`config.mk`:
```
export PLATFORM = sky130hd
export DESIGN_NAME = fetch_queue
export DESIGN_NICKNAME = d
export VERILOG_FILES = /design/src/rtl/fetch_queue.sv
export SDC_FILE = /design/constraint.sdc
export NUM_CORES = 1
export LEC_CHECK = 0
export ABC_AREA = 1
export BUFFER_PORTS_ARGS = -buffer_cell sky130_fd_sc_hd__buf_2
export CAP_MARGIN = 20
export CORE_MARGIN = 10
export CORE_UTILIZATION = 50
export CTS_CLUSTER_DIAMETER = 200
export DETAILED_ROUTE_END_ITERATION = 10
export GPL_ROUTABILITY_DRIVEN = 1
export PLACE_DENSITY = 0.76
export SLEW_MARGIN = 20
export SYNTH_ARGS = -nofsm -noshare
export SYNTH_HDL_FRONTEND = slang
export SYNTH_SLANG_ARGS = --single-unit
```
`constraint.sdc`:
```
create_clock -name clk -period 2.8 [get_ports clk]
set_input_delay 0.28 -clock clk [delete_from_list [all_inputs] [get_ports clk]]
set_output_delay 0.28 -clock clk [all_outputs]
set_load 0.05 [all_outputs]
```
`src/rtl/fetch_queue.sv`:
```
// fetch_queue: credit-based instruction fetch with tag queue and output FIFO.
// Optional macro FETCH_BYPASS_EN: same-cycle bypass of responses into decode.
module fetch_queue #(
  parameter int DEPTH = 2,
  parameter int XLEN  = 32
) (
  input  logic            clk,
  input  logic            reset,
  input  logic [XLEN-1:0] pc_in,
  input  logic            pc_valid,
  output logic            pc_ready,
  input  logic            flush,
  output logic            imem_req,
  output logic [XLEN-1:0] imem_addr,
  input  logic            imem_gnt,
  input  logic            imem_rvalid,
  input  logic [XLEN-1:0] imem_rdata,
  output logic            if_valid,
  input  logic            if_ready,
  output logic [XLEN-1:0] if_instr,
  output logic [XLEN-1:0] if_pc
);
  localparam int PW = $clog2(DEPTH);
  localparam int CW = PW + 1;
  typedef logic [PW-1:0] ptr_t;
  typedef logic [CW-1:0] cnt_t;
  localparam cnt_t DEPTH_C = cnt_t'(DEPTH);

  logic [XLEN-1:0] tag_q [DEPTH];
  logic [XLEN-1:0] ins_q [DEPTH];
  logic [XLEN-1:0] pcs_q [DEPTH];
  ptr_t tag_wp, tag_rp, fq_wp, fq_rp;
  cnt_t occ, outst, discard, outst_nx;
  logic [CW:0] used;
  logic grant, resp, keep, enq, deq, pop;
  logic [XLEN-1:0] tag_head;

  assign used      = {1'b0, occ} + {1'b0, outst};
  assign imem_req  = pc_valid & ~flush & ~reset
                   & (used < {1'b0, DEPTH_C});
  assign imem_addr = {pc_in[XLEN-1:2], 2'b00};
  assign grant     = imem_req & imem_gnt;
  assign pc_ready  = grant;
  assign resp      = imem_rvalid & (outst != '0) & ~reset;
  assign keep      = resp & (discard == '0) & ~flush;
  assign tag_head  = tag_q[tag_rp];

`ifdef FETCH_BYPASS_EN
  logic byp;
  assign byp      = keep & (occ == '0);
  assign if_valid = (occ != '0) | byp;
  assign if_instr = byp ? imem_rdata : ins_q[fq_rp];
  assign if_pc    = byp ? tag_head : pcs_q[fq_rp];
  assign deq      = if_valid & if_ready;
  assign pop      = deq & ~byp;
  assign enq      = keep & ~(byp & if_ready);
`else
  assign if_valid = (occ != '0);
  assign if_instr = ins_q[fq_rp];
  assign if_pc    = pcs_q[fq_rp];
  assign deq      = if_valid & if_ready;
  assign pop      = deq;
  assign enq      = keep;
`endif

  assign outst_nx = outst + cnt_t'(grant) - cnt_t'(resp);

  // Output FIFO: capture kept responses with their tags, drain to decode.
  always_ff @(posedge clk) begin
    if (reset) begin
      fq_wp <= '0;
      fq_rp <= '0;
      occ   <= '0;
      for (int i = 0; i < DEPTH; i++) begin
        ins_q[i] <= '0;
        pcs_q[i] <= '0;
      end
    end else if (flush) begin
      fq_wp <= '0;
      fq_rp <= '0;
      occ   <= '0;
    end else begin
      if (enq) begin
        ins_q[fq_wp] <= imem_rdata;
        pcs_q[fq_wp] <= tag_head;
        fq_wp        <= fq_wp + ptr_t'(1);
      end
      if (pop) fq_rp <= fq_rp + ptr_t'(1);
      occ <= occ + cnt_t'(enq) - cnt_t'(pop);
    end
  end

  // PC-tag queue: one tag per granted request, popped by kept responses.
  always_ff @(posedge clk) begin
    if (reset || flush) begin
      tag_wp <= '0;
      tag_rp <= '0;
    end else begin
      if (grant) begin
        tag_q[tag_wp] <= pc_in;
        tag_wp        <= tag_wp + ptr_t'(1);
      end
      if (keep) tag_rp <= tag_rp + ptr_t'(1);
    end
  end

  // In-flight and discard counters; flush turns all in-flight into drops.
  always_ff @(posedge clk) begin
    if (reset) begin
      outst   <= '0;
      discard <= '0;
    end else begin
      outst <= outst_nx;
      if (flush)
        discard <= outst_nx;
      else if (resp && discard != '0)
        discard <= discard - cnt_t'(1);
    end
  end

  a_no_stray_rvalid: assert property (
    @(posedge clk) disable iff (reset)
    imem_rvalid |-> (outst != '0)
  );

endmodule

```
* After elaboration in Yosys (flattened, before gate mapping)
Memory sizes are Yosys's and may differ from the RTL's. A register that Yosys moved wholly into a read port is not among the register bits.
Index checks and enable logic that the tools add are counted.
** Operators by class
- Magnitude comparators :: 1
- Mux-type cells :: 23
- Add/sub/neg operators :: 10
- Reductions and logical operators :: 10
- Bitwise gates (word level) :: 11
** Operator list (number)
- $mux 32 :: 2
- $reduce_or 32->1 :: 2
- $mux 1 :: 19
- $and 1x1->1 :: 9
- $reduce_bool 2->1 :: 4
- $add 1x1->1 const B :: 4
- $add 2x1->2 :: 2
- $mux 2 :: 2
- $sub 2x1->2 :: 2
- $add 2x2->3 :: 1
- $lt 3x2->1 const B :: 1
- $logic_not 2->1 :: 1
- $not 1->1 :: 2
- $reduce_or 2->1 :: 1
- $sub 2x1->2 const B :: 1
- $logic_and 1x1->1 :: 1
- $logic_or 1x1->1 :: 1
** Word-level totals
- Logic and storage cells :: 65
- Input port bits :: 71
- Memory bits (writable) :: 192
- Memories kept :: 3
- Register bits :: 10
- Output and inout port bits :: 99
** Memory list
- ins_q :: words 2, bits a word 32, rd ports 1, clocked after memory_dff 1, write ports 2, RTL line 30 : logic [XLEN-1:0] ins_q [DEPTH];
- pcs_q :: words 2, bits a word 32, rd ports 1, clocked after memory_dff 1, write ports 2, RTL line 31 : logic [XLEN-1:0] pcs_q [DEPTH];
- tag_q :: words 2, bits a word 32, rd ports 1, clocked after memory_dff 1, write ports 1, RTL line 29 : logic [XLEN-1:0] tag_q [DEPTH];

* Logic depth before layout (Yosys ltp)
- Depth after elaboration :: 11
- Mapped depth :: 13
- Depth with buffers taken out :: 13

* Worst setup path after synthesis
No wires, ideal clock.
- Kind :: reg-to-reg
- From :: reg outst[0]
- To :: mem tag_q[0][0], enable pin
- Slack :: -0.617 ns
- Period minus slack after synthesis :: 3.417 ns
- Cell stages (with the launch flop) :: 9
- Arrival time :: 2.995 ns
- Setup time :: 0.421 ns
- Cell sequence :: dfxtp_1 -> nand2_1 -> inv_1 -> fa_1 -> inv_1 -> nand2_1 -> nor2_2 -> nand2_2 -> nor2_1
** On the way
- Longest elaborated chain between the ends :: 7
** Ends and longest elaborated chain
- start: declaration :: RTL line 33 : cnt_t occ, outst, discard, outst_nx;
- start signal: assignment :: RTL line 113 : outst <= outst_nx;
- $add 2x2->3 :: RTL line 38 : assign used = {1'b0, occ} + {1'b0, outst};
- $lt 3x2->1 :: RTL line 40 : & (used < {1'b0, DEPTH_C});
- $and 1x1->1 :: RTL line 40
- net imem_req :: RTL line 13 : output logic imem_req,
- $and 1x1->1 :: RTL line 42 : assign grant = imem_req & imem_gnt;
- $mux 1 :: RTL line 99 : if (grant) begin
- $mux 1 :: RTL line 95 : if (reset || flush) begin
- $mux 1 (not written as such) :: RTL line 100 : tag_q[tag_wp] <= pc_in;
- end: declaration :: RTL line 29
The timed path passes the listed nets, and every way through them passes these cells.

* Worst setup path in the final report
- From :: reg occ[0]
- To :: out pc_ready
** On the way
- Longest elaborated chain between the ends :: 4
** Ends and longest elaborated chain
- start: declaration :: RTL line 33
- start signal: assignment :: RTL line 89 : occ <= occ + cnt_t'(enq) - cnt_t'(pop);
- $add 2x2->3 :: RTL line 38
- $lt 3x2->1 :: RTL line 40
- $and 1x1->1 :: RTL line 40
- $and 1x1->1 :: RTL line 42
- end: declaration :: RTL line 11 : output logic pc_ready,
Every way passes these cells.

==> impl_metrics.tcl <==
set metrics [dict create \
    outcome "finished clean" \
    cp-start-kind "register" \
    synth.mux.area_fraction 0.1169 \
    grt_use_total 0.1525 \
    clock-sinks 204 \
    core_area_mm2 0.01736 \
    gr-usage-met3 0.05275 \
    cts_tree "yes" \
    final_nets 854 \
    synth_area_leaders "edfxtp_1 (65%), mux2_2 (8.1%), nor2_4 (6.3%), nor2_1 (3.8%), mux2i_1 (3.6%)" \
    avgViaCountPerCell 5.023 \
    synth_flop_cell "edfxtp_1" \
    final_util 0.6224 \
    timing.final.crit_period_ns 2.464 \
    hold_violations 0 \
    dieHeight_um 153.4 \
    drv_cap 0 \
    dp_hpwl_um 11520 \
    grt_pass1_wl_um 29280 \
    synth_top_cell_area_share 0.6476 \
    ir_drop_v 0.0005192 \
    final_max_slew_viol_count 0 \
    route.vias.total 5123 \
    syn-cell-area_mm2 0.008902 \
    syn_inst 603 \
    design_area_mm2 0.01080 \
    grt_max_degree 66 \
    finalSetupViolations 0 \
    relSlewSlack 0.4802 \
    rows 48 \
    drtAntennaViolNets 0 \
    cts-root-buf "clkbuf_16" \
    yosys.cell_types.count 27 \
    top_usage_layer "met2" \
    finalSetupTns_ns 0 \
    cts_made_buffers 22 \
    drtIter0Drc 277 \
    cp_max_fo 6 \
    tightest_slew_ns 0.7796 \
    final_common_cell "edfxtp_1" \
    synth_edf_count 192 \
    cts_setup_buffers 0 \
    layout-drive-gt1-share 0.4262 \
    critPathCaptureType "output pin" \
    final_cell_mix "edfxtp_1 (192), buf_2 (167), nor2_1 (87)" \
    path_clk_slew_ns 0.06 \
    p_leak_uw 0.004310 \
    ys_async_sr_fraction 0 \
    yosysTopAreaCell "edfxtp_1" \
    fp.dieW_um 153.4 \
    cts_htree_levels 1 \
    gp_congestion 0.7991 \
    required_ns 2.52 \
    max_freq_ghz 0.4059 \
    met1_usage 0.1697 \
    gr-total-overflow 0 \
    cp.arrival_ns 2.18 \
    syn_to_final_growth_pct 21.35 \
    syn_avg_cell_area_um2 14.76 \
    drt_first_pass_iters 4 \
    port_buffers 167 \
    ys_warn_count 0 \
    start_util 0.5129 \
    nFillCells 1316 \
    routedWlPerCell_um 18.33 \
    hold_class "input pin to register" \
    drc 0 \
    num_io_pins 170 \
    synth_top_family_by_area "simple AND/OR/NAND/NOR gates" \
    synth_fa_ha_area_frac 0.007871 \
    synth_simple_gate_area_frac 0.1195 \
    period_share 0.8799 \
    clock_latency_ns 0.50 \
    rsz0062_at_grt "false" \
    ctsLongestPathBuffers 3 \
    grt_pass1_vias 5600 \
    placed_area_mm2 0.009729 \
    synth_compound_area_frac 0.005622 \
    synthXorXnorAreaFrac 0.001968 \
    power-per-cell-area_mw_per_mm2 650.2 \
    antenna_found_initial 2 \
    path_class "register to output pin" \
    clock_skew_ns 0.009611 \
    holdWs_ns 0.02659 \
    wirelength_um 18690 \
    gr-usage-met2 0.2729 \
    die-area_mm2 0.02354 \
    ys_ff_latch 204 \
    yosysSeqAreaShare 0.6746 \
]
## stage by stage
| step | instances | total power, uW | setup slack [ns] |
|---|---|---|---|
| final | 1020 | 7024 | 0.3364 |
| after global routing | 1020 | 7239 | 0.1880 |
| after CTS | 1018 | 7081 | 0.3106 |
| after detailed placement | 947 | 4111 | 0.5685 |
| after global placement | 947 | 4094 | 0.6636 |
| after floorplan | 604 | 3946 | -0.1024 |
## cell families (layout without fill, tap and decap cells)
| kind of cell | Yosys count | count (layout) |
|---|---|---|
| AND/OR/NAND/NOR | 173 | 173 |
| multiplexers | 96 | 96 |
| adder cells (fa/ha/maj) | 5 | 5 |
| XOR/XNOR | 2 | 2 |
| other | 1 | 4 |
| AO/OA/AOI/OAI | 10 | 10 |
| buffers and inverters | 112 | 301 |
| flip-flops | 204 | 204 |
## state kept, by name, summed over array words and instances, names as in the netlist, named ones only
name	count
discard	2
fq_wp	1
occ	2
pcs_q	64
ins_q	64
tag_q	64
fq_rp	1
outst	2
tag_rp	1
tag_wp	1
## area by class of cell
cell class | instances | area, um^2 | share of cell area
Antenna cell | 2 | 5.005 | 0.0004633
Clock buffer | 24 | 558.0 | 0.05166
Clock inverter | 15 | 190.2 | 0.01760
Inverter | 55 | 211.5 | 0.01957
Multi-Input combinational cell | 288 | 2280 | 0.2110
Sequential cell | 204 | 6011 | 0.5564
Tap cell | 225 | 281.5 | 0.02606
Timing Repair Buffer | 207 | 1266 | 0.1172
## worst max-delay path: stages (launching register included)
cell	delay [ns]
dfxtp_1	0.36
nand2_1	0.06
inv_1	0.06
fa_1	0.40
inv_1	0.08
nand2_1	0.07
nor2_2	0.15
nand2_2	0.14
inv_1	0.09
buf_2	0.26
## where the power goes
part | internal, uW | total [uW] | switching [uW] | leakage, uW
clock | 1810 | 2940 | 1130 | 0.000368
sequential | 3420 | 3450 | 24.7 | 0.00200
combinational | 173 | 635 | 462 | 0.00194
## synth_stat cells (2+ instances only)
| master | n |
|---|---|
| edfxtp_1 | 192 |
| nor2_1 | 89 |
| mux2_2 | 64 |
| inv_1 | 52 |
| nor2_4 | 50 |
| buf_4 | 32 |
| mux2i_1 | 32 |
| nand2_1 | 21 |
| buf_2 | 17 |
| dfxtp_1 | 12 |
| a21oi_1 | 7 |
| buf_12 | 5 |
| ha_1 | 4 |
| nand3_1 | 4 |
| nand4_1 | 4 |
| inv_2 | 3 |
| o21ai_0 | 3 |
| clkbuf_1 | 2 |
| nor2_2 | 2 |
## routing by layer
| layer | vias up | part of all wire |
|---|---|---|
| met1 | 2488 | 0.39 |
| met3 | 30 | 0.084 |
| met2 | 194 | 0.50 |
| li1 | 2411 | - |
| met5 | - | 0 |
| met4 | 0 | 0.021 |
## worst paths after layout
kind	start	end	slack [ns]	cells after the start
worst min register to register	fq_rp	register	0.45	1
worst min-delay path	reset	outst[0]	0.03	2
worst max register to register	occ[0]	tag_q[0][28]	0.58	9
worst max-delay path	occ[0]	pc_ready	0.34	9
## timing repair
item | 4_1_cts | 5_1_grt
hold endpoints to repair | 64 | 0
hold buffers | 32 | 0
resized for setup | 0 | 0
Note: power is estimated with default switching activity, not from simulation.
